--- src/rtl/hsv_core_issue_scoreboard.sv ---
// Issue-stage register scoreboard: tracks pending writes, stalls RAW/WAW hazards, one-deep output register.
// Optional HSV_SCOREBOARD_COMMIT_BYPASS_EN lets a same-cycle commit unblock the hazard check.
//
// state | meaning
// RUN   | normal issue, hazards checked against busy_mask
// FLUSH | one-cycle (or longer while flush_req held) drain; nothing accepted
module hsv_core_issue_scoreboard #(
  parameter int DATA_W = 64,
  parameter int CNT_W  = 16
) (
  input  logic              clk_core,
  input  logic              rst_core_n,
  input  logic              flush_req,
  input  logic              in_valid,
  output logic              in_ready,
  input  logic [4:0]        in_rs1,
  input  logic [4:0]        in_rs2,
  input  logic [4:0]        in_rd,
  input  logic [DATA_W-1:0] in_data,
  output logic              out_valid,
  input  logic              out_ready,
  output logic [4:0]        out_rd,
  output logic [DATA_W-1:0] out_data,
  input  logic              commit_valid,
  input  logic [4:0]        commit_rd,
  output logic [31:0]       busy_mask,
  output logic [5:0]        pending_count,
  output logic              idle,
  output logic [CNT_W-1:0]  stall_cycles
);

  typedef enum logic {RUN = 1'b0, FLUSH = 1'b1} state_t;

  localparam logic [CNT_W-1:0] CNT_ONE = {{(CNT_W-1){1'b0}}, 1'b1};
  localparam logic [CNT_W-1:0] CNT_MAX = {CNT_W{1'b1}};

  state_t      state_q, state_d;
  logic [31:0] busy_q, busy_d, busy_haz;
  logic        hazard, accept;

  // busy_q[0] is never set, so address 0 can never produce a hazard.
  always_comb begin
    busy_haz = busy_q;
`ifdef HSV_SCOREBOARD_COMMIT_BYPASS_EN
    if (commit_valid) busy_haz[commit_rd] = 1'b0;
`endif
  end

  assign hazard = busy_haz[in_rs1] | busy_haz[in_rs2] | busy_haz[in_rd];
  assign accept = in_valid & in_ready;

  always_ff @(posedge clk_core or negedge rst_core_n) begin
    if (!rst_core_n) state_q <= RUN;
    else             state_q <= state_d;
  end

  always_comb begin
    state_d = state_q;
    unique case (state_q)
      RUN:     if (flush_req)  state_d = FLUSH;
      FLUSH:   if (!flush_req) state_d = RUN;
      default: state_d = RUN;
    endcase
  end

  always_comb begin
    in_ready = !hazard && !flush_req && (state_q == RUN) && (!out_valid || out_ready);
  end

  // Set is applied after clear so an acceptance wins a same-register collision.
  always_comb begin
    busy_d = busy_q;
    if (commit_valid) busy_d[commit_rd] = 1'b0;
    if (accept)       busy_d[in_rd]     = 1'b1;
    busy_d[0] = 1'b0;
    if (flush_req)    busy_d = '0;
  end

  always_ff @(posedge clk_core or negedge rst_core_n) begin
    if (!rst_core_n) busy_q <= '0;
    else             busy_q <= busy_d;
  end

  always_ff @(posedge clk_core or negedge rst_core_n) begin
    if (!rst_core_n) begin
      out_valid <= 1'b0;
      out_rd    <= '0;
      out_data  <= '0;
    end else if (flush_req) begin
      out_valid <= 1'b0;
    end else if (accept) begin
      out_valid <= 1'b1;
      out_rd    <= in_rd;
      out_data  <= in_data;
    end else if (out_ready) begin
      out_valid <= 1'b0;
    end
  end

  always_ff @(posedge clk_core or negedge rst_core_n) begin
    if (!rst_core_n) begin
      stall_cycles <= '0;
    end else if (in_valid && hazard && (state_q == RUN) && (stall_cycles != CNT_MAX)) begin
      stall_cycles <= stall_cycles + CNT_ONE;
    end
  end

  always_comb begin
    pending_count = '0;
    for (int i = 0; i < 32; i++) begin
      pending_count = pending_count + 6'(busy_q[i]);
    end
  end

  assign busy_mask = busy_q;
  assign idle      = (busy_q == '0) && !out_valid;

endmodule
--- config.mk ---
export PLATFORM = sky130hd
export DESIGN_NAME = hsv_core_issue_scoreboard
export DESIGN_NICKNAME = d
export VERILOG_FILES = /design/src/rtl/hsv_core_issue_scoreboard.sv
export SDC_FILE = /design/constraint.sdc
export NUM_CORES = 1
export LEC_CHECK = 0
export ABC_CLOCK_PERIOD_IN_PS = 8200
export CAP_MARGIN = 40
export CORE_MARGIN = 4
export CORE_UTILIZATION = 47
export DETAILED_ROUTE_END_ITERATION = 10
export PLACE_DENSITY = 0.87
export SYNTH_ARGS = -nofsm -noshare
export SYNTH_HDL_FRONTEND = slang
export SYNTH_SLANG_ARGS = --single-unit
--- constraint.sdc ---
create_clock -name clk_core -period 8.2 [get_ports clk_core]
set_input_delay 1.64 -clock clk_core [delete_from_list [all_inputs] [get_ports clk_core]]
set_output_delay 1.64 -clock clk_core [all_outputs]
set_load 0.02 [all_outputs]
# After elaboration in Yosys (flattened, before gate mapping)
# Cells that the tools add are included.
dict set report totals {
  ff_bits 119
  in_bits 90
  output_inout_bits 126
  word_cells 86
}
dict set report classes {
  add_sub_neg 32
  magnitude_cmp 6
  n_eq_ne 1
  n_mux 17
  bitwise_logic 8
  reduce_logical 16
}
# op count
set ops {}
lappend ops {{$add A6 B1 Y6} 26}
lappend ops {{$mux W32} 3}
lappend ops {{$and A32 B32 Y32} 1}
lappend ops {{$logic_not A32 Y1} 1}
lappend ops {{$not A32 Y32} 1}
lappend ops {{$or A32 B32 Y32} 1}
lappend ops {{$lt A5 B6 Y1 const B} 4}
lappend ops {{$add A16 B1 Y16 const B} 1}
lappend ops {{$ne A16 B16 Y1 const B} 1}
lappend ops {{$bmux W1 S5} 3}
lappend ops {{$demux W1 S5} 2}
lappend ops {{$ge A5 B1 Y1 const B} 2}
lappend ops {{$logic_and A1 B1 Y1} 9}
lappend ops {{$mux W1} 9}
lappend ops {{$add A5 B1 Y6} 1}
lappend ops {{$add A4 B1 Y5} 1}
lappend ops {{$add A3 B1 Y4} 1}
lappend ops {{$add A2 B1 Y3} 1}
lappend ops {{$logic_not A1 Y1} 3}
lappend ops {{$reduce_bool A3 Y1} 1}
lappend ops {{$add A1 B1 Y2} 1}
lappend ops {{$not A1 Y1} 2}
lappend ops {{$or A1 B1 Y1} 2}
lappend ops {{$reduce_and A2 Y1} 1}
lappend ops {{2 further kinds} 2}

# Longest topological paths before layout
dict set report depth {
  depth_word 31
  depth_mapped 17
}

# Worst setup path after synthesis
# Ideal clock, no wire load.
dict set report synth_timing {
  path_type {register to output}
  startpoint {register busy_q[18], in the netlist busy_mask[18]}
  endpoint {output port pending_count[4]}
  arrival_time_ns 4.973
  slack_ns 1.587
  path_stages_with_launch 16
  n_path_buf 0
  cell_sequence {dfrtp_1 fa_1 inv_1 fa_1 inv_1 fa_1 inv_1 fa_1 fa_1 fa_1 inv_1 fa_1 fa_1 a21o_1 a21oi_1 xnor2_1}
}
dict set report synth_via {
  elab_chain_len 14
}
# element line_no
set synth_lines {}
lappend synth_lines {{start: declaration} 38} ;# logic [31:0] busy_q, busy_d, busy_haz;
lappend synth_lines {{start signal: assignment} 81} ;# else busy_q <= busy_d;
lappend synth_lines {{$add A6 B1 Y6 (14 in a row)} 111} ;# pending_count = pending_count + 6'(busy_q[i]);
lappend synth_lines {{end: declaration} 27} ;# output logic [5:0] pending_count,
# No other way between the ends.

# Worst setup path in the final report
# Same ends and word-level chain as after synthesis.

==> key figures <==
Outcome
  – Outcome: finished, final reports clean

STA
  – Pins Over Slew Limit: 0
  – Peak Freq: 130 MHz
  – Slew margin rel.: 47.5%
  – Post-route minimum period: 7690 ps
  – Fin crit share: 93.8%
  – Final clock skew: 9.07 ps
  – Unrepaired setup endpoints after global routing: false
  – Worst slew pin tran: 785 ps
  – Endpoints failing hold: 0
  – Setup TNS Final: 0 ps
  – Finish-stage setup viols: 0
  – Slack of the critical path: 509 ps

Final layout
  – Final Cell Area: 0.00939 mm^2
  – Area grow syn2layout: 43.0%
  – FILL cells: 958
  – Fin nets: 881
  – Share of layout cells above drive strength 1: 17.0%
  – N_diodes: 0

Synthesis
  – FF+latch count, synth: 118
  – Post-synthesis cell area: 0.00657 mm^2
  – Syn nets: 676
  – Synth warn: 0
  – Avg Cell Area, Syn: 11.9 um^2
  – Post-synth EDFFs: 0
  – Cells after synthesis: 554
  – Count of unique library cells instantiated by Yosys: 53
  – Register area share after synthesis: 45.0%
  – Post-synth ARST share: 100%
  – Most used DFF post-synth: dfrtp_1

Clock tree
  – Num CTS Buffers: 17
  – Clk Latency, worst-skew pair: 410 ps
  – Htree depth: 4
  – CTS Hold Buffers Added: 0
  – Clock-pin transition on the worst setup and hold timing paths: 50 ps
  – Root Driver: clkbuf_16
  – Post-CTS Setup Repair Bufs: 0
  – TritonCTS clock tree: built
  – Clock Sinks: 118
  – Clock Tree Buf Depth: 2
  – # resized after CTS: 0

Floorplanning
  – IO Count: 216
  – Site Rows: 42
  – Die span in x: 126 um
  – Initial Utilization: 48.8%
  – Core area: 0.0135 mm^2
  – Die ar.: 0.0159 mm^2
  – Die height: 126 um

Setup path
  – Most frequent CP cell: fa_1
  – Crit path capture type: primary output
  – WP depth: 16
  – CP Data Required Time: 6560 ps
  – Setup Crit Path Kind: register to primary output
  – CP Launch Point: busy_mask[18]$_DFF_PN0_
  – Critical-path maximum fanout: 7
  – Crit-path slowest cell: clkdlybuf4s50_1
  – Reg2reg start: busy_mask[31]$_DFF_PN0_
  – Worst R2R Path Depth: 7
  – Worst setup SP type: register
  – CP Cell Sequence: fa_1 > inv_1 > fa_1 > inv_1 > fa_1 > inv_1 > fa_1 > fa_1 > fa_1 > inv_1 > fa_1 > fa_1 > a21o_1 > a21oi_1 > xnor2_1 > clkdlybuf4s50_1
  – Arrival @ worst endpoint: 6050 ps
  – CP bufs+invs: 5
  – Crit path max-delay family: adder cells
  – Delay of the slowest critical-path stage: 640 ps

Route
  – Pre-antenna DRT Iters: 9
  – DR WL met2: 9830 um
  – Via count: 5456
  – Met3 WL: 2580 um
  – WL per Instance: 21.8 um
  – Metal-1 WL: 7730 um
  – Number of nets with antenna violations after routing: 0
  – Highest Signal Layer: met4
  – Via density per instance: 5.77
  – Final wirelength: 20600 um
  – DRC: 0
  – 1st-iter DRT viols: 534

Min path
  – Hold Startpoint: out_data[16]$_DFFE_PN0P_
  – HP Class: register to register
  – WHS Path Cells: 1

Power
  – Clock power share: 32.8%
  – Peak VDD IR: 0.000220 V
  – Comb pwr share: 30.9%
  – Sequential share of power: 36.3%
  – Total power: 2.15 mW
  – P_leak: 3.87 nW
  – Switching power: 0.654 mW
  – Int Power: 1.50 mW
  – Switching share of power: 30.4%
  – Power per cell area: 229 mW/mm^2

Global routing
  – First-pass GRT wire length: 32100 um
  – Largest net degree at the start of global routing: 61
  – Initial antenna violation count: 0
  – Gr ovfl total: 0
  – GRT Total Usage: 26.0%
  – Vias in the first global route: 5789

Placement
  – Placed Area: 0.00884 mm^2
  – DP Worst Slack: 950 ps
  – Routability cong.: 0.988
  – Hpwl dp: 16000 um
  – Port Buf Inserts: 214

Run
  – Max-cap violations: 0
## area by class of cell
type	instances	area, um^2	area share [%]
Multi-Input combinational cell	354	3290	35.0
Inverter	51	191	2.04
Clock inverter	10	108	1.15
Tap cell	176	220	2.35
Timing Repair Buffer	217	2180	23.2
Clock buffer	20	447	4.76
Sequential cell	118	2950	31.4
## per-stage QoR
stage	hold WS (ps)	util, %	cells
detailed placement	493	65.7	916
floorplan	594	-	554
global placement	485	65.5	915
finish	503	69.8	946
CTS	505	69.8	946
global route	514	69.8	946
## state kept, by name, indices dropped and copies added, names as in the netlist
register,count
out_data,64
busy_mask,31
stall_cycles,16
out_rd,5
out_valid,1
state_q,1
## logic make-up after synthesis
group / Yosys count / synth area share [%]
simple gates: 146 / 12.4
flops: 118 / 45.0
mux: 100 / 19.9
buf+inv: 82 / 4.95
compound gates: 58 / 6.71
fa+ha+maj: 32 / 8.73
xor+xnor: 17 / 2.27
other cells: 1 / 0.0571
## synth_stat cells (8+ instances only)
| cell type | number | area [um^2] |
|---|---|---|
| mux2i_1 | 9 | 90.1 |
| mux2_2 | 74 | 833 |
| clkbuf_1 | 24 | 90.1 |
| xnor2_1 | 16 | 140 |
| fa_1 | 23 | 460 |
| o21ai_0 | 8 | 40.0 |
| inv_1 | 51 | 191 |
| ha_1 | 9 | 113 |
| nand2_1 | 26 | 97.6 |
| dfrtp_1 | 118 | 2950 |
| mux4_2 | 17 | 383 |
| nor4_1 | 8 | 50.1 |
| nand3b_1 | 13 | 97.6 |
| and2_1 | 10 | 62.6 |
| nor2_1 | 24 | 90.1 |
| nand3_1 | 13 | 65.1 |
| o32ai_1 | 23 | 201 |
## worst reg2reg max path, cell delays in order, from the launching register on
cell,delay [ps]
dfrtp_1,450
mux4_2,500
a22oi_1,210
o221ai_1,130
or3_1,410
or4_4,720
or3b_1,630
o31ai_1,370
## power groups by stage
stage / registers [mW] / logic [mW] / clock network, mW
floorplan: 0.926 / 0.160 / 0
global placement: 0.777 / 0.658 / 0
detailed placement: 0.787 / 0.668 / 0
CTS: 0.781 / 0.673 / 0.717
global route: 0.796 / 0.701 / 0.750
finish: 0.780 / 0.665 / 0.706
## layer usage
layer  up-vias  GRT usage [%]
met5         -              0
met4         0           8.96
met3        35           11.3
met2       359           42.3
met1      2684           31.1
li1       2378              -
## layout by cell type, fill, tap and decap left out, types with 3 or more instances in the layout
cell	Yosys	layout
mux2i_1	9	9
nor3b_1	6	6
xnor2_1	16	16
a21oi_1	4	4
and3_1	5	5
nand3_1	13	13
mux2_2	74	74
fa_1	23	23
nor2_1	24	24
nor2b_1	7	7
dfrtp_1	118	118
clkinv_2	0	5
or3_1	6	6
clkdlybuf4s50_1	0	213
nor4_1	8	8
o2111ai_1	3	3
ha_1	9	9
nor3_1	6	6
o211ai_1	3	3
nand4_1	6	6
o32ai_1	23	23
and2_1	10	10
clkbuf_16	0	17
nand3b_1	13	13
nand2_1	26	26
or3b_2	3	3
o21ai_0	8	8
inv_1	51	51
clkinvlp_4	0	3
or2_2	4	4
buf_4	1	3
mux4_2	17	17
## worst paths after layout
| check | end | slack [ps] |
|---|---|---|
| min in group asynchronous | out_data[39]$_DFFE_PN0P_ | 1290 |
| setup reg to reg | busy_mask[1]$_DFF_PN0_ | 4670 |
| max in group asynchronous | stall_cycles[5]$_DFFE_PN0P_ | 5650 |
| hold / removal | out_data[16]$_DFFE_PN0P_ | 500 |
| hold reg to reg | out_data[16]$_DFFE_PN0P_ | 500 |
| setup / recovery | pending_count[4] | 510 |
Power figures use the tool's default switching activity.
